## config.mk

```make
export PLATFORM = sky130hd
export DESIGN_NAME = fifo_ast_reader
export DESIGN_NICKNAME = d
export VERILOG_FILES = /design/src/rtl/fifo_ast_pkg.sv /design/src/rtl/ast_skid_buf.sv /design/src/rtl/fifo_ast_reader.sv
export SDC_FILE = /design/constraint.sdc
export NUM_CORES = 1
export LEC_CHECK = 0
export BUFFER_PORTS_ARGS = -buffer_cell sky130_fd_sc_hd__buf_2
export CAP_MARGIN = 20
export CORE_ASPECT_RATIO = 0.5
export CORE_MARGIN = 10
export CORE_UTILIZATION = 45
export CTS_CLUSTER_DIAMETER = 100
export DETAILED_ROUTE_END_ITERATION = 8
export PLACE_DENSITY = 0.71
export SLEW_MARGIN = 20
export SYNTH_ARGS = -nofsm -noshare
export SYNTH_HDL_FRONTEND = slang
export SYNTH_SLANG_ARGS = --single-unit
```

## constraint.sdc

```tcl
create_clock -name clk -period 1.93 [get_ports clk]
set_input_delay 0.2895 -clock clk [delete_from_list [all_inputs] [get_ports clk]]
set_output_delay 0.2895 -clock clk [all_outputs]
set_load 0.05 [all_outputs]
```

## src/rtl/fifo_ast_pkg.sv

```systemverilog
// Shared types for the bt656 FIFO read-side drain.
// Word layout is {eop, sop, pixel}, eop in the MSB.
package fifo_ast_pkg;

    localparam int PIX_W   = 16;
    localparam int SOP_BIT = PIX_W;
    localparam int EOP_BIT = PIX_W + 1;

    typedef struct packed {
        logic             eop;
        logic             sop;
        logic [PIX_W-1:0] pixel;
    } fifo_word_t;

    typedef enum logic {
        IDLE   = 1'b0,
        IN_PKT = 1'b1
    } rd_state_t;

    // Bit position of a flag for an arbitrary pixel width.
    function automatic int flag_idx(input int bit_pos, input int data_w);
        return bit_pos - PIX_W + data_w;
    endfunction

endpackage

```

## src/rtl/ast_skid_buf.sv

```systemverilog
// Circular output buffer for the Avalon-ST source.
// Head entry is presented directly; depth need not be a power of two.
import fifo_ast_pkg::*;

module ast_skid_buf #(
    parameter int W     = 18,
    parameter int DEPTH = 4,
    parameter int OCC_W = 3
) (
    input  logic             clk,
    input  logic             reset,
    input  logic             push,
    input  logic [W-1:0]     push_data,
    input  logic             pop,
    output logic [OCC_W-1:0] occ,
    output logic [W-1:0]     head,
    output logic             not_empty
);

    localparam int PTR_W = $clog2(DEPTH);

    logic [W-1:0]     mem [DEPTH];
    logic [PTR_W-1:0] wr_ptr;
    logic [PTR_W-1:0] rd_ptr;
    logic             pop_ok;

    function automatic logic [PTR_W-1:0] next_ptr(input logic [PTR_W-1:0] p);
        return (p == PTR_W'(DEPTH - 1)) ? '0 : p + 1'b1;
    endfunction

    assign not_empty = (occ != '0);
    assign pop_ok    = pop && not_empty;
    assign head      = not_empty ? mem[rd_ptr] : '0;

    // Storage array; contents only matter between push and pop.
    always_ff @(posedge clk) begin
        if (push) begin
            mem[wr_ptr] <= push_data;
        end
    end

    // Pointers and occupancy; simultaneous push and pop keeps occ.
    always_ff @(posedge clk) begin
        if (reset) begin
            wr_ptr <= '0;
            rd_ptr <= '0;
            occ    <= '0;
        end else begin
            if (push) begin
                wr_ptr <= next_ptr(wr_ptr);
            end
            if (pop_ok) begin
                rd_ptr <= next_ptr(rd_ptr);
            end
            case ({push, pop_ok})
                2'b10:   occ <= occ + 1'b1;
                2'b01:   occ <= occ - 1'b1;
                default: occ <= occ;
            endcase
        end
    end

endmodule

```

## src/rtl/fifo_ast_reader.sv

```systemverilog
// Drains the dual-clock pixel FIFO, checks packet framing and
// drives an Avalon-ST source with full ready/valid backpressure.
import fifo_ast_pkg::*;

module fifo_ast_reader #(
    parameter int DATA_W     = 16,
    parameter int OBUF_DEPTH = 4,
    parameter int CNT_W      = 16
) (
    input  logic              clk,
    input  logic              reset,
    input  logic [DATA_W+1:0] fifo_q,
    input  logic              fifo_rdempty,
    output logic              fifo_rdreq,
    input  logic              enable,
    input  logic              aso_ready,
    output logic              aso_valid,
    output logic [DATA_W-1:0] aso_data,
    output logic              aso_startofpacket,
    output logic              aso_endofpacket,
    output logic [CNT_W-1:0]  drop_cnt,
    output logic [CNT_W-1:0]  err_cnt
);

    localparam int W       = DATA_W + 2;
    localparam int OCC_W   = $clog2(OBUF_DEPTH + 1);
    localparam int SOP_IDX = flag_idx(SOP_BIT, DATA_W);
    localparam int EOP_IDX = flag_idx(EOP_BIT, DATA_W);

    rd_state_t        state;
    rd_state_t        state_nxt;
    logic             inflight;
    logic [OCC_W-1:0] occ;
    logic [OCC_W:0]   pend;
    logic             obuf_valid;
    logic [W-1:0]     head;
    logic             push;
    logic             pop;
    logic             drop_inc;
    logic             err_inc;
    logic             q_sop;
    logic             q_eop;

    assign q_sop = fifo_q[SOP_IDX];
    assign q_eop = fifo_q[EOP_IDX];
    assign pend  = {1'b0, occ} + {{OCC_W{1'b0}}, inflight};
    assign pop   = obuf_valid && aso_ready;

    // Pop request: reserve buffer room for words already in flight.
    // When disabled, read one word at a time so we stop on eop.
    always_comb begin
        fifo_rdreq = 1'b0;
        if (!reset && !fifo_rdempty) begin
            if (enable) begin
                fifo_rdreq = (pend < (OCC_W+1)'(OBUF_DEPTH));
            end else begin
                fifo_rdreq = (state == IN_PKT) && !inflight &&
                             (occ < OCC_W'(OBUF_DEPTH));
            end
        end
    end

    // Tracks that a q word is due on the next edge.
    always_ff @(posedge clk) begin
        if (reset) begin
            inflight <= 1'b0;
        end else begin
            inflight <= fifo_rdreq;
        end
    end

    // Framing state register.
    always_ff @(posedge clk) begin
        if (reset) begin
            state <= IDLE;
        end else begin
            state <= state_nxt;
        end
    end

    // Framing decisions for each captured word.
    always_comb begin
        state_nxt = state;
        push      = 1'b0;
        drop_inc  = 1'b0;
        err_inc   = 1'b0;
        if (inflight) begin
            case (state)
                IDLE: begin
                    if (!q_sop) begin
                        drop_inc = 1'b1;
                    end else begin
                        push      = 1'b1;
                        state_nxt = q_eop ? IDLE : IN_PKT;
                    end
                end
                IN_PKT: begin
                    push      = 1'b1;
                    err_inc   = q_sop;
                    state_nxt = q_eop ? IDLE : IN_PKT;
                end
                default: state_nxt = IDLE;
            endcase
        end
    end

    // Saturating drop and framing-error counters.
    always_ff @(posedge clk) begin
        if (reset) begin
            drop_cnt <= '0;
            err_cnt  <= '0;
        end else begin
            if (drop_inc && (drop_cnt != '1)) begin
                drop_cnt <= drop_cnt + CNT_W'(1);
            end
            if (err_inc && (err_cnt != '1)) begin
                err_cnt <= err_cnt + CNT_W'(1);
            end
        end
    end

    ast_skid_buf #(
        .W     (W),
        .DEPTH (OBUF_DEPTH),
        .OCC_W (OCC_W)
    ) u_obuf (
        .clk       (clk),
        .reset     (reset),
        .push      (push),
        .push_data (fifo_q),
        .pop       (pop),
        .occ       (occ),
        .head      (head),
        .not_empty (obuf_valid)
    );

    assign aso_valid         = obuf_valid;
    assign aso_data          = head[DATA_W-1:0];
    assign aso_startofpacket = head[SOP_IDX];
    assign aso_endofpacket   = head[EOP_IDX];

endmodule

```

# Yosys cells after proc, flatten, opt, wreduce, memory -nomap -nowiden
# Memory sizes are Yosys's and may differ from the RTL's. A register that Yosys moved wholly into a read port is not among the register bits.
# Index checks and enable logic that the tools add are counted.
# word_totals
ff_bits	41
mem_bits_rw	72
input_bits	23
memories	1
# classes
n_addsub	7
order_cmp	2
n_eq_ne	6
mux	21
bitwise	1
n_reduce_logical	12
# mem_list
name	depth	word_bits	rd	rd_clocked_by_memory_dff	wr	line	rtl
u_obuf.mem	4	18	1	1	1	ast_skid_buf.sv:22	logic [W-1:0] mem [DEPTH];
# ops
operator	n
16-bit by 1-bit adder with 16-bit output (second input constant)	2
16-bit inequality test (second input constant)	2
18-bit 2-to-1 mux	1
1-bit 2-to-1 mux	13
2-bit 2-to-1 mux	4
1-bit logical AND	7
2-bit == test (second input constant)	3
3-bit case mux with 2 select lines	1
2-bit by 1-bit adder with 2-bit output (second input constant)	2
3-bit by 1-bit adder with 4-bit output	1
4-bit by 3-bit less-than comparator with 1-bit output (second input constant)	1
1-bit case mux with 2 select lines	2
3-bit by 1-bit adder with 3-bit output (second input constant)	1
1-bit zero test	3
3-bit less-than comparator (second input constant)	1
3-bit nonzero test	1
3-bit by 1-bit subtractor with 3-bit output (second input constant)	1
2-bit by 1-bit == test with 1-bit output (second input constant)	1
2-bit nonzero test	1
1-bit NOT	1

# Depth between registers and ports, before layout
# Gate-level depths: netlist of the first run.
# logic_depth
ltp_word	5
mapped_depth	9
ltp_nobuf	9

# Hierarchy
# Synthesis of the first run repeated with hierarchy kept, for this count alone.
# hier_totals
cells_unflattened	370
area_unflattened_um2	4998.5
# by_module_without_submodules
module	instances	cells_per_inst	area_each_um2
ast_skid_buf	1	162	3274.4
fifo_ast_reader	1	208	1724.2

# Worst setup path before layout of the first run
# OpenSTA, ideal clock, no wires.
# synth_path
path_kind	flip-flop to flip-flop
start	register err_cnt[0]
end	register err_cnt[14]
setup_ns	0.071
arrival_time_ns	2.044
t_required_ns	1.859
setup_slack_ns	-0.184
stages_incl_launch_ff	7
path_buffers	1
cell_sequence	dfxtp_1 ha_1 nand3_1 or2_1 buf_2 or4_1 a21oi_1
# synth_via
elab_chain_cells	2
word_cells_on_any_way	3
cone_classes	add/sub (1); eq/ne (1); reduce/logical (1)
# synth_rtl
element	line	rtl
from (decl)	fifo_ast_reader.sv:22	output logic [CNT_W-1:0] err_cnt
from (signal assigned)	fifo_ast_reader.sv:117	err_cnt <= err_cnt + CNT_W'(1);
branches (longest 2 deep; another with 16-bit by 1-bit adder with 16-bit output)	-	
# Several ways; the timed one is not identified.
# A chain may end at the register's enable or synchronous reset.

==> impl_metrics.env, run 1 <==
export IMPL_drtAntennaViolNets=0
export IMPL_powerDensity_nw_per_um2=1020
export IMPL_path_cells="buf_16, mux4_2, and2_4, buf_6"
export IMPL_dp_hpwl_mm=6.70
export IMPL_ios=75
export IMPL_holdWs_ns=0.0982
export IMPL_port_buffers=74
export IMPL_ys_ff_latch=115
export IMPL_yosysMostFrequentCell="edfxtp_1"
export IMPL_die_h_um=93.8
export IMPL_cts_root_buf="clkbuf_16"
export IMPL_areaGrowthSynthToFinish_pct=30.8
export IMPL_route_top_layer_used="met4"
export IMPL_cts_hold_buffers=0
export IMPL_met3_length_um=499
export IMPL_drc=0
export IMPL_wl_met2_mm=5.16
export IMPL_critPathSlowestCell="mux4_2"
export IMPL_grt_pass1_wl_mm=16.8
export IMPL_worstPathMaxFanout=9
export IMPL_wirelength_met1_mm=4.68
export IMPL_critPathCaptureType="output pin"
export IMPL_cap_violations=0
export IMPL_netlist_area_um2=4910
export IMPL_die_area_um2=15700
export IMPL_status="finished with violations"
export IMPL_post_cts_setup_buffer_count=0
export IMPL_cpLargestDelayFamily="multiplexers"
export IMPL_synth_ff_type="edfxtp_1"
export IMPL_h_tree_depth=4
export IMPL_gp_congestion=0.735
export IMPL_dp_worst_setup_slack_ns=0.0198
export IMPL_fin_crit_sh=1.07
export IMPL_worst_pin_slew_ns=0.524
export IMPL_cts_buffer_depth=2
export IMPL_route_detailed_wl_per_inst_um=16.8
export IMPL_clock_skew_ns=0.00725
export IMPL_avgSynthCellArea_um2=13.2
export IMPL_max_freq_ghz=0.483
export IMPL_crit_path_max_incr_delay_ns=0.50
export IMPL_drt_wl_total_mm=10.5
export IMPL_std_cell_rows=26
export IMPL_syn_nets=405
export IMPL_track_usage=0.134
export IMPL_ys_warn_count=0
export IMPL_num_vias=3369
export IMPL_yosys_top_cells_area="edfxtp_1 44%, dfxtp_1 18%, mux4_2 8.3%"
export IMPL_rsz0062_at_grt="true"
export IMPL_ys_top_cells_by_count="72 x edfxtp_1, 43 x dfxtp_1, 35 x a21oi_1"
export IMPL_initial_core_util=0.471
export IMPL_setup_slack_ns=-0.139
export IMPL_firstDrtPassIters=5
export IMPL_grt_overflow_total=0
export IMPL_finalMaxSlewViolations=0
export IMPL_hp_class="in -> reg"
export IMPL_routed_via_density=5.40
export IMPL_setup_viol=18
export IMPL_die_w_um=168
export IMPL_period_needed_ns=2.07
export IMPL_yosysTopAreaCell="edfxtp_1"
export IMPL_core_um2=10400
export IMPL_startpoint_type="flip-flop"
export IMPL_grt_max_degree=44
export IMPL_crit_arrival_ns=1.78
export IMPL_numCtsBuffers=17
export IMPL_nNetsFinal=502
export IMPL_path_class="reg -> out"
export IMPL_required_ns=1.64
export IMPL_drt_iter0_markers=188
export IMPL_synthArstFlopShare=0
export IMPL_ir_drop_mv=0.670
export IMPL_cts_sinks=115
export IMPL_postSynthCellCount=373
export IMPL_drive_above_1_share=0.408
export IMPL_clkTransAtPathRegs_ns=0.05
export IMPL_p_leak_nw=2.31
export IMPL_critPathBufInv=2
export IMPL_synth_distinct_cells=39
export IMPL_hold_viol=0
export IMPL_violations="negative setup slack"
export IMPL_ys_seq_area_frac=0.616
export IMPL_yosysTopAreaCellShare=0.441
export IMPL_antenna_found_initial=1
export IMPL_cts_tree="done"
export IMPL_grt_pass1_vias=3230
export IMPL_clock_latency_ns=0.41
export IMPL_maxSlewHeadroom=0.648
export IMPL_synth_edf_count=72
## report_power, final
part	switching, mW	total [mW]	internal (mW)
registers	0.0224	2.66	2.64
logic	0.440	0.792	0.352
clock network	1.09	3.11	2.02
## cell type report
class / instances / area, um2
clock inverters: 14 / 163
multi-input cells: 230 / 1850
clock buffers: 18 / 429
diodes: 1 / 2.50
repair buffers: 95 / 706
flip-flops and latches: 115 / 3050
fillers: 827 / 3990
well taps: 140 / 175
inverters: 11 / 41.3
## timing repair
| action | CTS | global route |
|---|---|---|
| pin swaps | 0 | 7 |
| gates resized for setup | 57 | 17 |
| gates cloned | 1 | 1 |
| endpoints found under the setup margin | 18 | 25 |
## path summary, 6_finish.rpt
path / startpoint / to / slack, ns / depth (start not counted)
max reg2reg: u_obuf.occ[0] / u_obuf.occ[2] / 0.07 / 9
min: fifo_q[6] / u_obuf.mem[2][6] / 0.1 / 1
max: flip-flop / aso_data[10] / -0.14 / 4
min reg2reg: u_obuf.rd_ptr[0] / flip-flop / 0.50 / 2
## cells in the final DEF (no fill, tap or decap), types with 3 or more instances in the layout
cell type  instances
a21oi_1           34
and2_1             5
and2_4            18
and3_1             3
and4_1             3
buf_2             55
buf_4             18
buf_6             18
bufinv_16          3
clkbuf_16         18
clkinv_2           3
clkinv_4           3
dfxtp_1           26
dfxtp_2           16
edfxtp_1          72
ha_1               7
inv_1              8
inv_2              3
mux2_2             3
mux4_2            18
nand2_1           16
nand3_1           10
nand4_1           11
nor2_1            11
nor2b_1            4
nor3_1             7
nor4_1             4
o21ai_0           11
o31ai_1           17
or3_1             10
or4_1             15
## stage by stage
step           power (mW)  utilization  std cells  setup TNS (ns)  cell area (um2)
2_1_floorplan        3.15            -        373               0             4930
3_3_place_gp         3.32        0.534        589               0             5560
3_5_place_dp         3.32        0.534        589               0             5560
4_1_cts              6.58        0.609        622           -2.55             6340
5_1_grt              6.79        0.616        624           -3.35             6420
6_report             6.56        0.616        624           -2.24             6420
## sequential cells by signal, indices dropped and copies added, names as in the netlist, named ones only
name and flops:
state 1, u_obuf.wr_ptr 2, u_obuf.mem 72, inflight 1, u_obuf.rd_ptr 2, u_obuf.occ 3
err_cnt 16, drop_cnt 16
## cells by family (layout without fill, tap and decap cells)
group           Yosys count  count (layout)  share of synthesized area
buf+inv                  28             138                     0.0237
flops                   115             115                      0.616
fa+ha+maj                 9               9                     0.0245
compound gates           67              67                     0.0796
simple gates            129             129                      0.159
xor+xnor                  2               2                    0.00357
mux                      23              23                     0.0936
other cells               0               1                          0
## layer usage
| metal | GRT usage | vias up |
|---|---|---|
| met1 | 0.158 | 1636 |
| met4 | 0.0540 | 0 |
| li1 | - | 1652 |
| met5 | 0 | - |
| met2 | 0.218 | 72 |
| met3 | 0.0510 | 9 |
## worst reg2reg max path, cell delays in order, from the launching register on
cell and delay (ns):
dfxtp_2 0.33, or3_4 0.40, nand2_4 0.07, inv_2 0.04
ha_4 0.15, inv_2 0.05, fa_2 0.19, xor2_1 0.07
or3_1 0.38, a21oi_2 0.12
No activity file was read; power rests on OpenSTA's default activity.
==> run 2, diff against run 1 <==
--- a/config.mk
+++ b/config.mk
@@ -10,6 +10,7 @@
 export CORE_ASPECT_RATIO = 0.5
 export CORE_MARGIN = 10
 export CORE_UTILIZATION = 45
+export CTS_BUF_LIST = sky130_fd_sc_hd__clkbuf_16
 export CTS_CLUSTER_DIAMETER = 100
 export DETAILED_ROUTE_END_ITERATION = 8
 export PLACE_DENSITY = 0.71
==> impl_metrics.env, run 2 (synthesis results as in run 1) <==
export IMPL_period_needed_ns=2.07
export IMPL_power_switching_mw=1.55
export IMPL_rrSetupSlack_ns=0.07
export IMPL_multi_input_area_um2=1850
export IMPL_antenna_found_initial=1
export IMPL_worstPathMaxFanout=9
export IMPL_crit_path_max_incr_delay_ns=0.50
export IMPL_path_class="reg -> out"
export IMPL_routed_via_density=5.40
export IMPL_rsz0062_at_grt="true"
export IMPL_reg2regPathDepth=9
export IMPL_switching_share=0.236
export IMPL_required_ns=1.64
export IMPL_finalMaxSlewViolations=0
export IMPL_post_cts_setup_buffer_count=0
export IMPL_setup_slack_ns=-0.139
export IMPL_path_cells="buf_16, mux4_2, and2_4, buf_6"
export IMPL_die_area_um2=15700
export IMPL_grt_pass1_wl_mm=16.8
export IMPL_whs_endpoint="u_obuf.mem[2][6]"
export IMPL_layout_common_cells="72 x edfxtp_1, 55 x buf_2, 34 x a21oi_1"
export IMPL_nNetsFinal=502
export IMPL_num_vias=3368
export IMPL_drt_iter0_markers=188
export IMPL_core_um2=10400
export IMPL_startpoint_type="flip-flop"
export IMPL_hold_path_depth=1
export IMPL_rr_endpoint="u_obuf.occ[2]"
export IMPL_cts_tree="done"
export IMPL_hp_class="in -> reg"
export IMPL_largest_register="u_obuf.mem"
export IMPL_areaGrowthSynthToFinish_pct=30.8
export IMPL_drive_above_1_share=0.408
export IMPL_port_buffers=74
export IMPL_p_comb_frac=0.121
export IMPL_initial_core_util=0.471
export IMPL_die_w_um=168
export IMPL_hold_viol=0
export IMPL_critPathCaptureType="output pin"
export IMPL_fill_cells=827
export IMPL_die_h_um=93.8
export IMPL_min_from="fifo_q[6]"
export IMPL_drt_wl_total_mm=10.5
export IMPL_powerDensity_nw_per_um2=1020
export IMPL_status="finished with violations"
export IMPL_cts_buffer_depth=2
export IMPL_p_leak_nw=2.32
export IMPL_gp_congestion=0.735
export IMPL_max_freq_ghz=0.483
export IMPL_crit_arrival_ns=1.78
export IMPL_grt_max_degree=44
export IMPL_violations="negative setup slack"
export IMPL_placed_cell_area_um2=5560
export IMPL_ff_latch_area_um2=3050
export IMPL_final_cells=624
export IMPL_fin_area_um2=6420
export IMPL_clkTransAtPathRegs_ns=0.05
export IMPL_clock_skew_ns=0.00725
export IMPL_maxSlewHeadroom=0.648
export IMPL_cap_violations=0
export IMPL_critPathSlowestCell="mux4_2"
export IMPL_firstDrtPassIters=4
export IMPL_track_usage=0.134
export IMPL_route_detailed_wl_per_inst_um=16.8
export IMPL_worst_pin_slew_ns=0.524
export IMPL_numCtsBuffers=17
export IMPL_cts_hold_buffers=0
export IMPL_grt_pass1_vias=3230
export IMPL_drc=0
export IMPL_h_tree_depth=4
export IMPL_pwr_share_clk=0.473
export IMPL_ios=75
export IMPL_dp_cells=589
export IMPL_dp_hpwl_mm=6.70
export IMPL_fin_crit_sh=1.07
export IMPL_ir_drop_mv=0.670
export IMPL_grt_overflow_total=0
export IMPL_totalNegativeSetupSlack_ns=-2.24
export IMPL_setup_viol=18
export IMPL_cts_root_buf="clkbuf_16"
export IMPL_largestRegisters="u_obuf.mem (72), drop_cnt (16), err_cnt (16)"
export IMPL_p_int_mw=5.00
export IMPL_std_cell_rows=26
export IMPL_largest_reg_flops=72
export IMPL_layout_commonest_cell="edfxtp_1"
export IMPL_drtAntennaViolNets=0
export IMPL_cts_sinks=115
export IMPL_clock_latency_ns=0.41
export IMPL_r2r_start="u_obuf.occ[0]"
export IMPL_p_seq_frac=0.406
-- run 2: changes by cell type in the layout (fill, tap and decap cells not counted), sizes merged --
| cell | previous run | this run |
|---|---|---|
| clkbuf | 19 | 18 |
| inv | 12 | 13 |
-- run 2: worst max path at each step --
stage | startpoint | endpoint | slack, ns | cells after the start
4_1_cts | flip-flop | aso_data[8] | -0.18 | 4
3_5_place_dp | fifo_q[16] | u_obuf.occ[2] | 0.02 | 10
6_report | flip-flop | aso_data[10] | -0.14 | 4
2_1_floorplan | drop_cnt[14] | drop_cnt[5] | 0.001 | 5
3_3_place_gp | fifo_q[16] | u_obuf.occ[2] | 0.06 | 10
5_1_grt | flip-flop | aso_data[7] | -0.20 | 4
-- run 2: final cells by class --
| type | instances | share of cell area |
|---|---|---|
| timing repair buffer | 95 | 0.110 |
| clock inverter | 15 | 0.0259 |
| tap | 140 | 0.0273 |
| clock buffer | 17 | 0.0663 |
| multi-input combinational | 230 | 0.289 |
| antenna | 1 | 0.000390 |
| sequential | 115 | 0.475 |
| inverter | 11 | 0.00643 |
-- run 2: critical path: cells and delay by family, from the launching register on --
kind / cells / cell delay [ns]
buffers and inverters: 2 / 0.30
AND/OR/NAND/NOR: 1 / 0.17
multiplexers: 1 / 0.50
flip-flops: 1 / 0.40
-- run 2: stage by stage --
stage / util / hold slack, ns / setup WS, ns / power, mW
6_report: 0.616 / 0.0981 / -0.139 / 6.55
5_1_grt: 0.616 / 0.0778 / -0.200 / 6.78
4_1_cts: 0.609 / 0.0804 / -0.176 / 6.58
3_5_place_dp: 0.534 / 0.492 / 0.0198 / 3.32
3_3_place_gp: 0.534 / 0.482 / 0.0634 / 3.32
2_1_floorplan: - / 0.388 / 0.00112 / 3.15
-- run 2: routing by layer --
layer  vias up  GRT usage  share of wire
met5         -          0              0
met4         0     0.0540          0.013
met3         9     0.0510          0.048
met2        72      0.218           0.49
met1      1635      0.158           0.45
li1       1652          -              -
-- run 2: power groups by stage --
stage / Sequential (mW) / Clock (mW) / Combinational [mW]
final: 2.66 / 3.10 / 0.792
after global routing: 2.66 / 3.28 / 0.845
after CTS: 2.66 / 3.15 / 0.767
after detailed placement: 2.70 / 0 / 0.621
after global placement: 2.70 / 0 / 0.618
after floorplan: 2.70 / 0 / 0.444
-- run 2: what timing repair did --
action / in CTS / in global routing
gates cloned: 1 / 1
gates resized for setup: 57 / 17
endpoints found under the setup margin: 18 / 25
pin swaps: 0 / 7
==> run 3, diff against run 2 <==
--- a/config.mk
+++ b/config.mk
@@ -7,13 +7,14 @@
 export LEC_CHECK = 0
 export BUFFER_PORTS_ARGS = -buffer_cell sky130_fd_sc_hd__buf_2
 export CAP_MARGIN = 20
-export CORE_ASPECT_RATIO = 0.5
+export CORE_ASPECT_RATIO = 2
 export CORE_MARGIN = 10
 export CORE_UTILIZATION = 45
 export CTS_BUF_LIST = sky130_fd_sc_hd__clkbuf_16
 export CTS_CLUSTER_DIAMETER = 100
 export DETAILED_ROUTE_END_ITERATION = 8
 export PLACE_DENSITY = 0.71
+export SKIP_LAST_GASP = 1
 export SLEW_MARGIN = 20
 export SYNTH_ARGS = -nofsm -noshare
 export SYNTH_HDL_FRONTEND = slang
==> impl_metrics.env, run 3 (synthesis results as in run 1) <==
export IMPL_violations="negative setup slack"
export IMPL_path_cells="clkbuf_16, mux4_2, and2_4, buf_6"
export IMPL_track_usage=0.142
export IMPL_powerDensity_nw_per_um2=1010
export IMPL_clock_skew_ns=0.00807
export IMPL_setup_slack_ns=-0.171
export IMPL_clock_latency_ns=0.41
export IMPL_std_cell_rows=53
export IMPL_drt_iter0_markers=96
export IMPL_crit_arrival_ns=1.81
export IMPL_antenna_found_initial=0
export IMPL_clkTransAtPathRegs_ns=0.05
export IMPL_ios=75
export IMPL_reg2regPathDepth=9
export IMPL_setup_viol=18
export IMPL_drc=0
export IMPL_path_class="reg -> out"
export IMPL_required_ns=1.64
export IMPL_worst_pin_slew_ns=0.579
export IMPL_nNetsFinal=508
export IMPL_hp_class="in -> reg"
export IMPL_h_tree_depth=4
export IMPL_firstDrtPassIters=4
export IMPL_rsz0062_at_grt="true"
export IMPL_port_buffers=74
export IMPL_cts_buffer_depth=2
export IMPL_drt_wl_total_mm=10.8
export IMPL_cts_hold_buffers=0
export IMPL_max_freq_ghz=0.476
export IMPL_cap_violations=0
export IMPL_num_vias=3398
export IMPL_dp_hpwl_mm=7.32
export IMPL_numCtsBuffers=17
export IMPL_power_switching_mw=1.59
export IMPL_critPathSlowestCell="mux4_2"
export IMPL_die_w_um=93.8
export IMPL_cts_sinks=115
export IMPL_routed_via_density=5.43
export IMPL_worstPathMaxFanout=4
export IMPL_whs_endpoint="u_obuf.mem[2][11]"
export IMPL_largest_register="u_obuf.mem"
export IMPL_r2r_start="u_obuf.occ[2]"
export IMPL_power_mw=6.50
export IMPL_critPathCaptureType="output pin"
export IMPL_finalMaxSlewViolations=0
export IMPL_p_leak_nw=2.34
export IMPL_drtAntennaViolNets=0
export IMPL_drive_above_1_share=0.415
export IMPL_postLayoutCoreUtil=0.607
export IMPL_largest_reg_flops=72
export IMPL_n_antenna_cell=0
export IMPL_initial_core_util=0.462
export IMPL_p_int_mw=4.90
export IMPL_die_h_um=168
export IMPL_p_seq_frac=0.410
export IMPL_rrSetupSlack_ns=0.09
export IMPL_grt_overflow_total=0
export IMPL_hold_viol=0
export IMPL_largestRegisters="u_obuf.mem (72), drop_cnt (16), err_cnt (16)"
export IMPL_switching_share=0.245
export IMPL_die_area_um2=15700
export IMPL_grt_pass1_vias=3567
export IMPL_ir_drop_mv=0.636
export IMPL_route_detailed_wl_per_inst_um=17.3
export IMPL_period_needed_ns=2.10
export IMPL_cts_tree="done"
export IMPL_grt_max_degree=44
export IMPL_fin_crit_sh=1.09
export IMPL_maxSlewHeadroom=0.611
export IMPL_rr_endpoint="u_obuf.occ[2]"
export IMPL_pwr_share_clk=0.467
export IMPL_layout_common_cells="72 x edfxtp_1, 56 x buf_2, 35 x a21oi_1"
export IMPL_grt_pass1_wl_mm=17.6
export IMPL_areaGrowthSynthToFinish_pct=31.4
export IMPL_status="finished with violations"
export IMPL_cts_root_buf="clkbuf_16"
export IMPL_min_from="fifo_q[11]"
export IMPL_layout_commonest_cell="edfxtp_1"
export IMPL_core_um2=10600
export IMPL_gp_congestion=0.836
export IMPL_p_comb_frac=0.123
export IMPL_startpoint_type="flip-flop"
export IMPL_crit_path_max_incr_delay_ns=0.49
export IMPL_hold_path_depth=1
[run 3: cell count changes in the layout (fill, tap and decap cells not counted), moves of 2 or more]
cell / previous run / this run
clkinv_1: 2 / 0
inv_2: 3 / 1
inv_1: 9 / 11
buf_4: 18 / 22
dfxtp_1: 26 / 24
dfxtp_2: 16 / 18
clkinv_4: 3 / 6
[run 3: how the worst max path moves through the flow]
stage,startpoint,end,slack (ns)
4_1_cts,flip-flop,aso_endofpacket,-0.20
3_3_place_gp,fifo_q[16],u_obuf.occ[2],0.05
2_1_floorplan,drop_cnt[14],drop_cnt[5],0.001
6_report,flip-flop,aso_data[14],-0.17
3_5_place_dp,fifo_q[16],u_obuf.occ[2],-0.05
5_1_grt,flip-flop,aso_data[13],-0.23
[run 3: cell type report]
type / count / area [um2]
timing repair buffer: 101 / 769
tap: 137 / 171
sequential: 115 / 3050
multi-input combinational: 230 / 1830
inverter: 11 / 41.3
clock inverter: 15 / 159
clock buffer: 17 / 425
fill: 833 / 4170
[run 3: metrics by stage]
step	cell area (um2)	hold slack, ns	instances	setup TNS, ns	worst slack (ns)
CTS	6240	0.0820	622	-3.13	-0.203
floorplan	4930	0.388	373	0	0.00112
finish	6440	0.0970	626	-2.80	-0.171
global placement	5580	0.473	589	0	0.0508
global route	6440	0.0813	626	-3.86	-0.231
detailed placement	5580	0.492	589	-0.0542	-0.0542
[run 3: power by group through the flow]
stage / clock, mW / sequential [mW] / combinational, mW
floorplan: 0 / 2.70 / 0.444
global placement: 0 / 2.70 / 0.611
detailed placement: 0 / 2.70 / 0.624
CTS: 3.09 / 2.66 / 0.677
global route: 3.20 / 2.67 / 0.855
finish: 3.03 / 2.66 / 0.801
[run 3: worst max-delay path: cells and delay by family, from the launching register on]
family | cells | cell delay (ns)
buf+inv | 2 | 0.31
flops | 1 | 0.43
mux | 1 | 0.49
simple gates | 1 | 0.17
[run 3: metal layers]
layer	share of wire	track usage	wire length [um]
met3	0.054	0.0519	586
met1	0.36	0.144	3920
met5	0	0	0
met2	0.57	0.252	6170
met4	0.013	0.0565	136
[run 3: what timing repair did]
item	4_1_cts	5_1_grt
endpoints found under the setup margin	18	23
resized for setup	21	48
pin swaps	0	2
gates cloned	1	2
setup buffers	0	2
